===== src/rtl/rotary_quad_decoder.sv =====
// Quadrature rotary-encoder decoder: turns A/B Gray-code quarter-steps into a
// detent position counter with direction pulses and illegal-transition flags.
module rotary_quad_decoder #(
  parameter int COUNT_W          = 8,
  parameter int STEPS_PER_DETENT = 4,
  parameter int WRAP             = 1
) (
  input  logic               clk,
  input  logic               rst_n,
  input  logic               a_in,
  input  logic               b_in,
  input  logic               clr,
  output logic [COUNT_W-1:0] count,
  output logic               step_cw,
  output logic               step_ccw,
  output logic               illegal,
  output logic               error_sticky
);

  localparam int ACC_W = 4;
  localparam logic signed [ACC_W-1:0] ACC_LIM = ACC_W'(STEPS_PER_DETENT);
  localparam logic [COUNT_W-1:0] CNT_MAX = {COUNT_W{1'b1}};

  logic [1:0]              cur_ab;
  logic [1:0]              prev_ab;
  logic                    init;
  logic signed [ACC_W-1:0] acc;
  logic signed [ACC_W-1:0] acc_up;
  logic signed [ACC_W-1:0] acc_dn;
  logic [1:0]              dphase;
  logic                    is_cw;
  logic                    is_ccw;
  logic                    is_ill;

  // Position of an {a,b} value around the CW cycle 00 -> 10 -> 11 -> 01.
  function automatic logic [1:0] phase(input logic [1:0] ab);
    case (ab)
      2'b00:   phase = 2'd0;
      2'b10:   phase = 2'd1;
      2'b11:   phase = 2'd2;
      default: phase = 2'd3;
    endcase
  endfunction

  function automatic logic [COUNT_W-1:0] cnt_inc(input logic [COUNT_W-1:0] c);
    if (WRAP != 0)         cnt_inc = c + COUNT_W'(1);
    else if (c == CNT_MAX) cnt_inc = c;
    else                   cnt_inc = c + COUNT_W'(1);
  endfunction

  function automatic logic [COUNT_W-1:0] cnt_dec(input logic [COUNT_W-1:0] c);
    if (WRAP != 0)              cnt_dec = c - COUNT_W'(1);
    else if (c == '0)           cnt_dec = c;
    else                        cnt_dec = c - COUNT_W'(1);
  endfunction

  assign cur_ab = {a_in, b_in};
  assign dphase = phase(cur_ab) - phase(prev_ab);
  assign is_cw  = (dphase == 2'd1);
  assign is_ccw = (dphase == 2'd3);
  assign is_ill = (dphase == 2'd2);
  assign acc_up = acc + 4'sd1;
  assign acc_dn = acc - 4'sd1;

  // Decode stage: (prev_ab, cur_ab) -> registered count, pulses and flags
  always_ff @(posedge clk or negedge rst_n) begin
    if (!rst_n) begin
      prev_ab      <= 2'b00;
      init         <= 1'b0;
      acc          <= '0;
      count        <= '0;
      step_cw      <= 1'b0;
      step_ccw     <= 1'b0;
      illegal      <= 1'b0;
      error_sticky <= 1'b0;
    end else begin
      prev_ab  <= cur_ab;
      init     <= 1'b1;
      step_cw  <= 1'b0;
      step_ccw <= 1'b0;
      illegal  <= 1'b0;
      if (clr) begin
        count        <= '0;
        acc          <= '0;
        error_sticky <= 1'b0;
      end else if (init) begin
        if (is_ill) begin
          illegal      <= 1'b1;
          error_sticky <= 1'b1;
          acc          <= '0;
        end else if (is_cw) begin
          if (acc_up == ACC_LIM) begin
            acc     <= '0;
            step_cw <= 1'b1;
            count   <= cnt_inc(count);
          end else begin
            acc <= acc_up;
          end
        end else if (is_ccw) begin
          if (acc_dn == -ACC_LIM) begin
            acc      <= '0;
            step_ccw <= 1'b1;
            count    <= cnt_dec(count);
          end else begin
            acc <= acc_dn;
          end
        end
      end
    end
  end

endmodule


===== config.mk =====
export PLATFORM = sky130hd
export DESIGN_NAME = rotary_quad_decoder
export DESIGN_NICKNAME = d
export VERILOG_FILES = /design/src/rtl/rotary_quad_decoder.sv
export SDC_FILE = /design/constraint.sdc
export NUM_CORES = 1
export LEC_CHECK = 0
export CORE_AREA = 3 3 60 62
export DETAILED_ROUTE_END_ITERATION = 12
export DIE_AREA = 0 0 63 65
export GPL_TIMING_DRIVEN = 0
export PLACE_DENSITY = 0.74
export SYNTH_ARGS = -nofsm -noshare
export SYNTH_HDL_FRONTEND = slang
export SYNTH_SLANG_ARGS = --single-unit

===== constraint.sdc =====
create_clock -name clk -period 4.39 [get_ports clk]
set_clock_uncertainty 0.2 [all_clocks]
set_input_delay 0.878 -clock clk [delete_from_list [all_inputs] [get_ports clk]]
set_output_delay 0.878 -clock clk [all_outputs]
set_load 0.02 [all_outputs]

==> impl_metrics.csv <==
group,metric,value,unit
outcome,run_status,"completed",
placed_design,gp_congestion,0.8646,
critical_path,path_cells,"clkdlybuf4s50_1, inv_1, ha_1, ha_1, xor3_1, nor2_2, inv_2, ha_1, a21oi_2, a21oi_1, nor3b_1, o21ai_2, mux2_4",
global_routing,gr-usage-all-layers,0.1512,
cts,post_cts_buffers,0,
cts,clockBufferDepth,2,
hold_path,worstHoldStart,"count[3]$_DFFE_PN0P_",
power_and_ir_drop,pwr-share-clk,0.183,
synthesis,avgSynthCellArea,9.057,um2
synthesis,synth_fa_ha_area_frac,0.1281,
finish,final_core_util,0.5248,
cts,hold_buffers,0,
sta,clock.fmax,241.1,MHz
floorplanning,io_pins,17,
synthesis,syn_inst,151,
power_and_ir_drop,p_leak,0.7407,nW
sta,rsz0062_at_grt,"no",
synthesis,synthesis.area,1368,um2
critical_path,rrSetupSlack,0.94,ns
detailed_routing,wl_per_cell,13.23,um
critical_path,start_kind,"input pin",
synthesis,yosysWarnings,0,
critical_path,critPathKind,"in -> reg",
synthesis,synth_top_family_by_area,"compound AO/OA/AOI/OAI gates",
global_routing,antenna_found_initial,0,
synthesis,synth_seq_area_share,0.3477,
synthesis,async_flop_share,1.000,
detailed_routing,drtAntennaViolNets,0,
synthesis,synthSimpleGateAreaFrac,0.1720,
finish,drive_gt1_frac,0.09942,
global_routing,grt_start_max_net_pins,20,
synthesis,synth_area_leader_cell,"dfrtp_1",
power_and_ir_drop,sw_frac_of_total,0.3732,
cts,cts_tree,"done",
critical_path,crit_top_cell,"ha_1",
placed_design,dpl_cell_area,1583,um2
detailed_routing,drcViolationCount,0,
global_routing,grt_pass1_vias,1135,
sta,relSlewSlack,0.4248,
sta,fin_crit,4.148,ns
cts,cts_buffers,3,
sta,setup_viol,0,
cts,root_buffer,"clkbuf_4",
synthesis,synth_compound_area_frac,0.2095,
detailed_routing,vias,1152,
detailed_routing,viasPerCell,5.358,
power_and_ir_drop,switchingPower,181.9,uW
critical_path,arrival,4.15,ns
hold_path,holdPathEnd,"count[3]$_DFFE_PN0P_",
synthesis,yosysUniqueCellTypes,45,
critical_path,worst_path_largest_cell_delay,0.50,ns
placed_design,preCtsSetupSlack,-0.2921,ns
synthesis,synth-edff-count,0,
hold_path,hp-class,"reg -> reg",
critical_path,worstReg2RegEnd,"count[7]$_DFFE_PN0P_",
flow_run,cap_viol_max_count,0,
power_and_ir_drop,ir_drop,0.2137,mV
critical_path,worst_ep_required_time,4.39,ns
cts,clock_latency,0.31,ns
synthesis,synth_top_cells_by_count,"dfrtp_1, ha_1, nor2_1, inv_1",
detailed_routing,routed_wl,2845,um
finish,insertedDiodeCount,0,
synthesis,synth_most_common_cell,"dfrtp_1",
floorplanning,die-area,4095,um2
critical_path,reg2reg_depth,12,
cts,clk_pin_slew,0.10,ns
synthesis,ys_ff_latch,19,
synthesis,synth_xor_area_frac,0.06221,
finish,area_delta_synth_final,18.12,%
synthesis,synthTopCellsByArea,"dfrtp_1, ha_1, a21oi_1",
critical_path,worstPathMaxFanout,9,
floorplanning,fp.coreArea,3078,um2
power_and_ir_drop,p_seq_frac,0.401,
finish,fin_area,1615,um2
critical_path,slowest_stage,"clkdlybuf4s50_1",
floorplanning,die_h,65,um
cts,cts_resized,0,
detailed_routing,drt_first_iter_violations,77,
synthesis,synth_top_area_frac,0.3477,
power_and_ir_drop,finalPower,487.5,uW
power_and_ir_drop,power_frac_comb,0.416,
sta,tightest_slew,0.8601,ns
global_routing,overflow,0,
sta,fin_crit_sh,0.9449,
synthesis,synth.area.mux_share,0.01830,
finish,fin_nets,191,
sta,maxSlewViolCount,0,
cts,cts.htree.levels,1,
cts,clock_sinks,19,
synthesis,syn_nets,170,
power_and_ir_drop,internal-power,305.6,uW
critical_path,end_kind,"flop",
hold_path,hold_depth,1,
sta,fin_ws,0.2421,ns
detailed_routing,first_pass_iters,4,
critical_path,r2r-start,"prev_ab[0]$_DFF_PN0_",
floorplanning,placementRows,20,
floorplanning,die_w,63,um
global_routing,grt_pass1_wl,5023,um
critical_path,crit_path_start,"a_in",
sta,final-hold-violation-count,0,
power_and_ir_drop,p_per_area,301.8,nW/um2
floorplanning,start_util,0.4443,
placed_design,hpwl,2184,um
placed_design,io_buffers,16,
synthesis,synthFlopType,"dfrtp_1",
==> registers in the layout (all words and copies together), names as in the netlist <==
signal        count
step_ccw          1
init              1
step_cw           1
error_sticky      1
prev_ab           2
count             8
acc               4
illegal           1
==> layout by cell type, fill, tap and decap left out, drive strengths merged, types with 2 or more instances in the layout <==
cell	n
a211oi	2
a21o	2
a21oi	14
buf	3
clkbuf	6
clkdlybuf4s50	16
dfrtp	19
ha	14
inv	14
nand2	13
nand3	6
nand3b	2
nor2	14
nor3	2
nor4	2
o21ai	6
o2bb2ai	5
o31ai	4
or2	3
xnor2	6
==> through the flow <==
stage	hold WS (ns)	cells	TNS, ns
final	0.3370	215	0
after global routing	0.3662	215	0
after CTS	0.3398	215	0
after detailed placement	0.3163	211	-0.3623
after global placement	0.3053	211	-0.2762
after floorplan	0.3511	151	0
==> layer usage <==
layer  wire, um  part of all wire  global-route usage
met1       1305              0.46              0.1853
met2       1393              0.49              0.2648
met3        129             0.045             0.03640
met4         15            0.0053             0.03857
met5          0                 0                   0
==> power by group through the flow <==
| stage | registers [mW] | logic, mW | clock network [mW] |
|---|---|---|---|
| after floorplan | 0.201 | 0.149 | 0 |
| after global placement | 0.197 | 0.192 | 0 |
| after detailed placement | 0.199 | 0.198 | 0 |
| after CTS | 0.195 | 0.200 | 0.0923 |
| after global routing | 0.197 | 0.225 | 0.103 |
| final | 0.195 | 0.203 | 0.0891 |
==> cell families after synthesis <==
group | after synthesis
DFF | 19
AOI/OAI and AO/OA | 40
xor gates and xnor gates | 8
muxes | 2
adders and majority gates | 14
buffers and inverters | 19
and+or+nand+nor | 48
other | 1
==> worst max path at each step <==
stage | end | slack [ns]
floorplan | count[7]$_DFFE_PN0P_ | 0.58
global placement | count[7]$_DFFE_PN0P_ | -0.25
detailed placement | count[7]$_DFFE_PN0P_ | -0.29
CTS | count[7]$_DFFE_PN0P_ | 0.01
global route | count[7]$_DFFE_PN0P_ | 0.02
finish | count[7]$_DFFE_PN0P_ | 0.24
==> final cells by class <==
| type | count | area [um2] |
|---|---|---|
| Fill cell | 287 | 1463 |
| Timing Repair Buffer | 16 | 160.2 |
| Multi-Input combinational cell | 113 | 817.0 |
| Sequential cell | 19 | 475.5 |
| Buffer | 5 | 28.78 |
| Inverter | 14 | 52.55 |
| Tap cell | 44 | 55.05 |
| Clock buffer | 4 | 26.28 |
==> worst max-delay path: cells and delay by family <==
| family | cells | cell delay [ns] |
|---|---|---|
| XOR/XNOR | 1 | 0.43 |
| multiplexers | 1 | 0.30 |
| adder cells (fa/ha/maj) | 3 | 0.89 |
| buffers and inverters | 3 | 0.70 |
| AND/OR/NAND/NOR | 2 | 0.47 |
| AO/OA/AOI/OAI | 3 | 0.48 |
Power figures use the tool's default switching activity.
